==> config.mk <==
export PLATFORM = sky130hd
export DESIGN_NAME = alu_arbiter
export DESIGN_NICKNAME = d
export VERILOG_FILES = /design/src/rtl/alu_arbiter.sv
export SDC_FILE = /design/constraint.sdc
export NUM_CORES = 1
export LEC_CHECK = 0
export ABC_AREA = 1
export BUFFER_PORTS_ARGS = -buffer_cell sky130_fd_sc_hd__buf_2
export CAP_MARGIN = 25
export CORE_MARGIN = 1
export CORE_UTILIZATION = 45
export DETAILED_ROUTE_END_ITERATION = 12
export PLACE_DENSITY = 0.63
export SYNTH_ARGS = -nofsm -noshare
export SYNTH_HDL_FRONTEND = slang
export SYNTH_HIERARCHICAL = 1
export SYNTH_SLANG_ARGS = --single-unit
==> constraint.sdc <==
create_clock -name clk -period 7.9 [get_ports clk]
set_input_delay 1.975 -clock clk [delete_from_list [all_inputs] [get_ports clk]]
set_output_delay 1.975 -clock clk [all_outputs]
set_load 0.005 [all_outputs]
==> src/rtl/alu_arbiter.sv <==
// Round-robin arbiter sharing one combinational alu among REQS valid/ready requesters.
// The result is registered per accept and returned to its owner; an optional lock supports carry chains.

`ifndef ALU_ADD
`define ALU_ADD    6'd0
`define ALU_SUB    6'd1
`define ALU_AND    6'd2
`define ALU_OR     6'd3
`define ALU_XOR    6'd4
`define ALU_LSL    6'd5
`define ALU_LSR    6'd6
`define ALU_MUL    6'd7
`define ALU_SIGNED 6'b100000
`endif

module alu #(
  parameter int n = 8
) (
  input  logic [n-1:0] a,
  input  logic [n-1:0] b,
  input  logic [5:0]   op,
  input  logic         cin,
  output logic [n-1:0] out,
  output logic         cout,
  output logic         overflow,
  output logic         sign,
  output logic         zero
);

  logic [5:0]     code;
  logic           is_signed;
  logic [n-1:0]   bx;
  logic [n:0]     sum;
  logic [2*n-1:0] prod;

  // SUB is a + ~b + cin, so a plain subtract is issued with cin=1
  always_comb begin
    code      = op & ~`ALU_SIGNED;
    is_signed = |(op & `ALU_SIGNED);
    bx        = (code == `ALU_SUB) ? ~b : b;
    sum       = {1'b0, a} + {1'b0, bx} + {{n{1'b0}}, cin};
    if (is_signed)
      prod = $signed({{n{a[n-1]}}, a}) * $signed({{n{b[n-1]}}, b});
    else
      prod = {{n{1'b0}}, a} * {{n{1'b0}}, b};
    out      = '0;
    cout     = 1'b0;
    overflow = 1'b0;
    case (code)
      `ALU_ADD, `ALU_SUB: begin
        out      = sum[n-1:0];
        cout     = sum[n];
        overflow = is_signed ? ((a[n-1] == bx[n-1]) && (sum[n-1] != a[n-1])) : sum[n];
      end
      `ALU_AND: out = a & b;
      `ALU_OR:  out = a | b;
      `ALU_XOR: out = a ^ b;
      `ALU_LSL: out = a << b;
      `ALU_LSR: begin
        if (is_signed) out = $signed(a) >>> b;
        else           out = a >> b;
      end
      // overflow flags a product that does not fit the n-bit result
      `ALU_MUL: begin
        out      = prod[n-1:0];
        overflow = is_signed ? ~((&prod[2*n-1:n-1]) | ~(|prod[2*n-1:n-1]))
                             : |prod[2*n-1:n];
      end
      default: ;
    endcase
    sign = out[n-1];
    zero = ~|out;
  end

endmodule

module alu_arbiter #(
  parameter int n    = 8,
  parameter int REQS = 2
) (
  input  logic              clk,
  input  logic              rst_n,
  input  logic [REQS-1:0]   req_valid,
  output logic [REQS-1:0]   req_ready,
  input  logic [REQS*n-1:0] req_a,
  input  logic [REQS*n-1:0] req_b,
  input  logic [REQS*6-1:0] req_op,
  input  logic [REQS-1:0]   req_cin,
  input  logic [REQS-1:0]   req_lock,
  output logic [REQS-1:0]   rsp_valid,
  input  logic [REQS-1:0]   rsp_ready,
  output logic [n-1:0]      rsp_out,
  output logic              rsp_cout,
  output logic              rsp_overflow,
  output logic              rsp_sign,
  output logic              rsp_zero,
  output logic              busy
);

  localparam int PW = (REQS > 2) ? 2 : 1;

  typedef enum logic {IDLE, HOLD} state_t;

  state_t          state, state_next;
  logic [PW-1:0]   ptr, owner, lock_owner, grant_idx, next_ptr, cand;
  logic            lock_active, grant_found, handshake, free, accept;
  logic [REQS-1:0] grant_onehot;
  int              scan_idx;
  logic [n-1:0]    alu_out;
  logic            alu_cout, alu_overflow, alu_sign, alu_zero;

  alu #(n) u_alu (
    .a        (req_a[grant_idx*n +: n]),
    .b        (req_b[grant_idx*n +: n]),
    .op       (req_op[grant_idx*6 +: 6]),
    .cin      (req_cin[grant_idx]),
    .out      (alu_out),
    .cout     (alu_cout),
    .overflow (alu_overflow),
    .sign     (alu_sign),
    .zero     (alu_zero)
  );

  // Grant selection: lock owner only while locked, otherwise first valid from ptr
  always_comb begin
    grant_found = 1'b0;
    grant_idx   = '0;
    scan_idx    = 0;
    cand        = '0;
    if (lock_active) begin
      grant_found = req_valid[lock_owner];
      grant_idx   = lock_owner;
    end else begin
      for (int k = 0; k < REQS; k++) begin
        scan_idx = int'(ptr) + k;
        if (scan_idx >= REQS) scan_idx = scan_idx - REQS;
        cand = scan_idx[PW-1:0];
        if (!grant_found && req_valid[cand]) begin
          grant_found = 1'b1;
          grant_idx   = cand;
        end
      end
    end
    next_ptr     = (int'(grant_idx) == REQS - 1) ? '0 : grant_idx + 1'b1;
    grant_onehot = {{(REQS-1){1'b0}}, 1'b1} << grant_idx;
    handshake    = (state == HOLD) && rsp_valid[owner] && rsp_ready[owner];
    free         = (state == IDLE) || handshake;
    accept       = rst_n && free && grant_found;
    req_ready    = accept ? grant_onehot : '0;
    busy         = (state == HOLD);
  end

  always_comb begin
    state_next = state;
    if (accept)         state_next = HOLD;
    else if (handshake) state_next = IDLE;
  end

  always_ff @(posedge clk or negedge rst_n) begin
    if (!rst_n) state <= IDLE;
    else        state <= state_next;
  end

  // Result capture, ownership and lock/pointer bookkeeping
  always_ff @(posedge clk or negedge rst_n) begin
    if (!rst_n) begin
      ptr          <= '0;
      owner        <= '0;
      lock_active  <= 1'b0;
      lock_owner   <= '0;
      rsp_valid    <= '0;
      rsp_out      <= '0;
      rsp_cout     <= 1'b0;
      rsp_overflow <= 1'b0;
      rsp_sign     <= 1'b0;
      rsp_zero     <= 1'b0;
    end else if (accept) begin
      owner        <= grant_idx;
      rsp_valid    <= grant_onehot;
      rsp_out      <= alu_out;
      rsp_cout     <= alu_cout;
      rsp_overflow <= alu_overflow;
      rsp_sign     <= alu_sign;
      rsp_zero     <= alu_zero;
      if (lock_active) begin
        if (!req_lock[grant_idx]) begin
          lock_active <= 1'b0;
          ptr         <= next_ptr;
        end
      end else begin
        ptr <= next_ptr;
        if (req_lock[grant_idx]) begin
          lock_active <= 1'b1;
          lock_owner  <= grant_idx;
        end
      end
    end else if (handshake) begin
      rsp_valid <= '0;
    end
  end

endmodule

==> results.json, run 1 <==
{
  "status": "completed",
  "async_flop_share_pct": 100,
  "core_um2": 16700,
  "hold_violations": 0,
  "die-width_um": 133,
  "maxSlewViolCount": 0,
  "startpoint_type": "input port",
  "min_path_type": "reg -> reg",
  "synth_area_um2": 7780,
  "fin_setup_tns_ns": 0,
  "clock_skew_ns": 0.00390,
  "final.min_clock_period_ns": 7.36,
  "setup_violations": 0,
  "crit_top_cell": "nand2_1",
  "dpl.hpwl_mm": 18.4,
  "ys_warn_count": 6,
  "antenna_cells": 0,
  "drt_iter0_drc": 677,
  "floorplan.initialDensity_pct": 46.6,
  "cts_root_buf": "clkbuf_16",
  "synth_nets": 1439,
  "area_growth_syn_to_layout_pct": 7.99,
  "cts_buffer_depth": 2,
  "cp_slowest_cell": "fa_1",
  "ys_types": 46,
  "grt_max_degree": 26,
  "synth.avg_cell_area_um2": 6.40,
  "synth_edf_count": 0,
  "fillCellCount": 1829,
  "die_h_um": 133,
  "cts_buffers": 3,
  "post_cts_buffers": 0,
  "yosysTopAreaCellShare_pct": 22.6,
  "clock_latency_ns": 0.25,
  "seq_area_frac_synth_pct": 6.11,
  "cpPeakStageDelay_ns": 0.54,
  "final_core_util_pct": 50.3,
  "dieArea_um2": 17800,
  "tightest_slew_ns": 0.816,
  "via_count": 7479,
  "cts.clk_slew.worst_paths_ns": 0.06,
  "crit_fanout": 25,
  "setup.worst_path.end_class": "flip-flop",
  "clkSinkCount": 19,
  "ios": 71,
  "cts_tree": "done",
  "synth.most_common_cell": "nand2_1",
  "overflow": 0,
  "wirelength_mm": 21.7,
  "synth_common_cells": "nand2_1 (393), inv_1 (272), nand3_1 (96)",
  "fp-row-count": 47,
  "arrival_ns": 7.50,
  "synthCells": 1215,
  "fmax_mhz": 136,
  "drtPass1Iterations": 5,
  "grtUsageTotal_pct": 24.9,
  "yosysTopAreaCell": "fa_1",
  "timing.final.crit_share_pct": 93.1,
  "vias_per_cell": 5.01,
  "criticalPathCategory": "in -> reg",
  "antenna_left": 0,
  "slew_headroom_pct": 45.6,
  "synth_area_leaders": "fa_1 (23%), nand2_1 (19%), ha_1 (13%)",
  "required_ns": 8.04,
  "grt_pass1_wl_mm": 35.4,
  "maxCapViolations": 0,
  "ys_ff_latch": 19,
  "rsz0062_at_grt": "false",
  "final_nets": 1497,
  "htreeDepth": 1,
  "wl_per_cell_um": 14.5,
  "antenna_found_initial": 0,
  "ys.flop_type": "dfrtp_1",
  "portBuffers": 70,
  "drive_gt1_share_pct": 9.98,
  "grt_pass1_vias": 6955,
  "drc": 0,
  "gp_congestion": 0.944
}
## layer usage
layer  GRT usage (%)  share of wire, %  vias up
li1                -                 -     3808
met1            39.1                48     3415
met2            38.5                44      238
met3            1.33               6.5       18
met4            3.16               1.0        0
met5               0                 0        -
## placed cells by master (no fill, tap or decap), types with 4 or more instances in the layout
master    Yosys  final
a21oi_1      38     38
buf_2        13     70
buf_4         5     17
dfrtp_1      19     19
fa_1         88     88
ha_1         82     82
inv_1       272    272
nand2_1     393    391
nand2_2       6      8
nand3_1      96     96
nand4_1      17     17
nor2_1       65     65
nor2_4        4      4
nor3_1        5      5
o211ai_1      6      6
o21ai_0      24     24
o21ai_1       7      7
o21ai_2       4      4
o21bai_1      4      4
or2_2         7      7
xnor2_1       5      5
xor2_1       10     10
## kinds of logic (layout without fill, tap and decap cells)
family | Yosys count | count (layout) | synth area share (%)
AOI/OAI and AO/OA | 95 | 95 | 7.08
adders and majority gates | 170 | 170 | 35.8
xor gates and xnor gates | 15 | 15 | 1.69
DFF | 19 | 19 | 6.11
and+or+nand+nor | 606 | 606 | 33.2
buffers and inverters | 310 | 367 | 16.1
## worst max-delay path, delay by kind of cell
kind / cells / cell delay [ns]
buffers and inverters: 6 / 0.80
adders and majority gates: 5 / 2.39
AOI/OAI and AO/OA: 1 / 0.30
and+or+nand+nor: 21 / 2.02
## path summary, 6_finish.rpt
kind / from / end / slack [ns] / cells after the start
min: ptr / ptr / 0.47 / 2
max: req_valid[1] / rsp_overflow / 0.54 / 33
min reg2reg: ptr / ptr / 0.47 / 2
max reg2reg: lock_active / rsp_overflow / 1.90 / 31
max in group asynchronous: rst_n / rsp_sign / 5.88 / 1
min in group asynchronous: rst_n / busy / 1.68 / 1
## flip-flops by register name, indices dropped and copies added, names as in the netlist
signal / cells
rsp_sign: 1
lock_active: 1
rsp_valid: 2
owner: 1
rsp_overflow: 1
rsp_out: 8
rsp_cout: 1
busy: 1
lock_owner: 1
ptr: 1
rsp_zero: 1
## through the flow
stage                     instance area (um^2)  std cells  hold WS [ns]  worst slack [ns]
after floorplan                           7780       1215         0.441             0.951
after global placement                    8320       1488         0.460             0.370
after detailed placement                  8320       1488         0.459             0.246
after CTS                                 8400       1492         0.474             0.484
after global routing                      8400       1492         0.497            0.0196
final                                     8400       1492         0.468             0.544
## final cells by class
| type | count | area, um^2 | area share [%] |
|---|---|---|---|
| Tap cell | 220 | 275 | 3.28 |
| Clock inverter | 1 | 5.00 | 0.0596 |
| Multi-Input combinational cell | 886 | 6060 | 72.1 |
| Sequential cell | 19 | 475 | 5.66 |
| Timing Repair Buffer | 87 | 478 | 5.69 |
| Inverter | 276 | 1040 | 12.3 |
| Clock buffer | 3 | 75.1 | 0.894 |
## timing repair
action                     CTS  global route
hold buffers                 0             0
gates resized for setup      0             2
setup endpoints to repair    0             1
Power of run 1 is not shown: default switching activity piles up to over one toggle a cycle in this logic, so the estimate is an artifact.
==> run 2, diff against run 1 <==
--- a/config.mk
+++ b/config.mk
@@ -7,7 +7,6 @@
 export LEC_CHECK = 0
 export ABC_AREA = 1
 export BUFFER_PORTS_ARGS = -buffer_cell sky130_fd_sc_hd__buf_2
-export CAP_MARGIN = 25
 export CORE_MARGIN = 1
 export CORE_UTILIZATION = 45
 export DETAILED_ROUTE_END_ITERATION = 12
==> constraint.sdc (replaced) <==
create_clock -name clk -period 7.7 [get_ports clk]
set_input_delay 1.925 -clock clk [delete_from_list [all_inputs] [get_ports clk]]
set_output_delay 1.925 -clock clk [all_outputs]
set_load 0.005 [all_outputs]
==> run 2 against run 1 <==
  * First-iteration DRC count shrank 25%
  * Sequential share of layout area is essentially flat
  * Non-clock buffer count grew 4
  * Final cell count grew 0.27%
  * Setup slack lost 0.039 ns
  * Register-to-register slack lost 0.10 ns
  * Hold slack gained 0.014 ns
  * Count of clock-buffer cells in the layout is the same
  * Core utilization grew 0.18 points
  * Die area is the same
  * Wire length grew 1.2%
  * Critical path type unchanged
  * Critical endpoint unchanged
==> results.json, run 2 (same netlist as run 1, synthesis figures left out) <==
{
  "startpoint_type": "input port",
  "maxSlewViolCount": 0,
  "final_cell_mix": "nand2_1 (392), inv_1 (272), nand3_1 (96)",
  "drt_iter0_drc": 511,
  "use_met2_pct": 39.1,
  "drive_gt1_share_pct": 10.3,
  "dp_cells": 1492,
  "final_common_cell": "nand2_1",
  "grt.busiest_layer": "met2",
  "rsz0062_at_grt": "false",
  "cp_slowest_cell": "fa_1",
  "timing.final.crit_share_pct": 93.4,
  "status": "completed",
  "min_path_type": "reg -> reg",
  "final_nets": 1501,
  "ios": 71,
  "clock_skew_ns": 0.00294,
  "vias_per_cell": 5.06,
  "cts_buffer_depth": 2,
  "overflow": 0,
  "fin_setup_tns_ns": 0,
  "grt_max_degree": 24,
  "fmax_mhz": 139,
  "clock_latency_ns": 0.25,
  "final.min_clock_period_ns": 7.20,
  "largest_reg_flops": 8,
  "maxCapViolations": 0,
  "fp-row-count": 47,
  "grt_pass1_vias": 6997,
  "grt_pass1_wl_mm": 35.4,
  "drtPass1Iterations": 5,
  "dieArea_um2": 17800,
  "wl_per_cell_um": 14.7,
  "clkSinkCount": 19,
  "slew_headroom_pct": 41.6,
  "via_count": 7565,
  "arrival_ns": 7.34,
  "tightest_slew_ns": 0.874,
  "floorplan.initialDensity_pct": 46.6,
  "worst-path-buf-inv": 8,
  "crit_top_cell": "nand2_1",
  "crit_fanout": 15,
  "layoutNonFillerInstCount": 1496,
  "top_register": "rsp_out",
  "drc": 0,
  "cts.clk_slew.worst_paths_ns": 0.06,
  "cts_buffers": 3,
  "hold_violations": 0,
  "reg_top3": "rsp_out x8, rsp_valid x2",
  "cpPeakStageDelay_ns": 0.59,
  "setup_violations": 0,
  "die_h_um": 133,
  "antenna_cells": 0,
  "antenna_left": 0,
  "die-width_um": 133,
  "cts_root_buf": "clkbuf_16",
  "global_route.usage.met3_pct": 3.01,
  "crit_family": "adder cells",
  "use_met1_pct": 38.0,
  "dpl_cell_area_um2": 8350,
  "gp_congestion": 0.984,
  "htreeDepth": 1,
  "portBuffers": 70,
  "required_ns": 7.85,
  "grtUsageTotal_pct": 25.1,
  "area_growth_syn_to_layout_pct": 8.38,
  "antenna_found_initial": 1,
  "wirelength_mm": 21.9,
  "postLayoutCellArea_um2": 8430,
  "criticalPathCategory": "in -> reg",
  "setup.worst_path.end_class": "flip-flop",
  "core_um2": 16700,
  "cts_tree": "done",
  "dpl.hpwl_mm": 18.9
}
==> run 2: cell types whose count changed in the layout (fill, tap and decap cells not counted) <==
cell     change
fa_2         +1
buf_4        +4
nand2_2      -1
fa_1         -1
nand2_1      +1
==> run 2: area by class of cell <==
class / count / area (um^2)
Timing Repair Buffer: 91 / 508
Multi-Input combinational cell: 886 / 6060
Sequential cell: 19 / 475
Inverter: 276 / 1040
Clock buffer: 3 / 75.1
Tap cell: 220 / 275
Fill cell: 1767 / 8270
Clock inverter: 1 / 5.00
==> run 2: repair_timing <==
action | 4_1_cts | 5_1_grt
endpoints found under the setup margin | 0 | 1
buffers inserted | 0 | 0
gates resized for setup | 0 | 2
hold buffers | 0 | 0
==> run 2: through the flow <==
step	worst slack [ns]	utilization [%]	hold WS (ns)
6_report	0.505	50.5	0.482
4_1_cts	0.460	50.4	0.479
5_1_grt	0.0109	50.5	0.502
2_1_floorplan	0.801	-	0.441
3_5_place_dp	0.206	50.0	0.465
3_3_place_gp	0.236	50.0	0.462
==> run 2: worst register-to-register path: cells and delay by family, from the launching register on <==
kind	cells	cell delay, ns
compound gates	1	0.28
buf+inv	6	0.63
fa+ha+maj	5	2.49
simple gates	20	1.94
flops	1	0.45
==> run 2: worst paths after layout <==
kind | startpoint | end | slack [ns] | cells after the start
max | req_valid[1] | rsp_overflow | 0.50 | 34
min | rsp_out[1] | rsp_out[1] | 0.48 | 2
max reg2reg | lock_active | rsp_overflow | 1.80 | 32
min reg2reg | rsp_out[1] | rsp_out[1] | 0.48 | 2
max in group asynchronous | rst_n | rsp_cout | 5.68 | 1
min in group asynchronous | rst_n | rsp_out[0] | 1.66 | 1
==> run 2: layer usage <==
layer | vias to the layer above | wire (um) | part of all wire [%]
li1 | 3806 | - | -
met1 | 3455 | 10300 | 47
met2 | 286 | 9680 | 44
met3 | 18 | 1730 | 7.9
met4 | 0 | 225 | 1.0
met5 | - | 0 | 0
Power of run 2 is left out for the same reason.
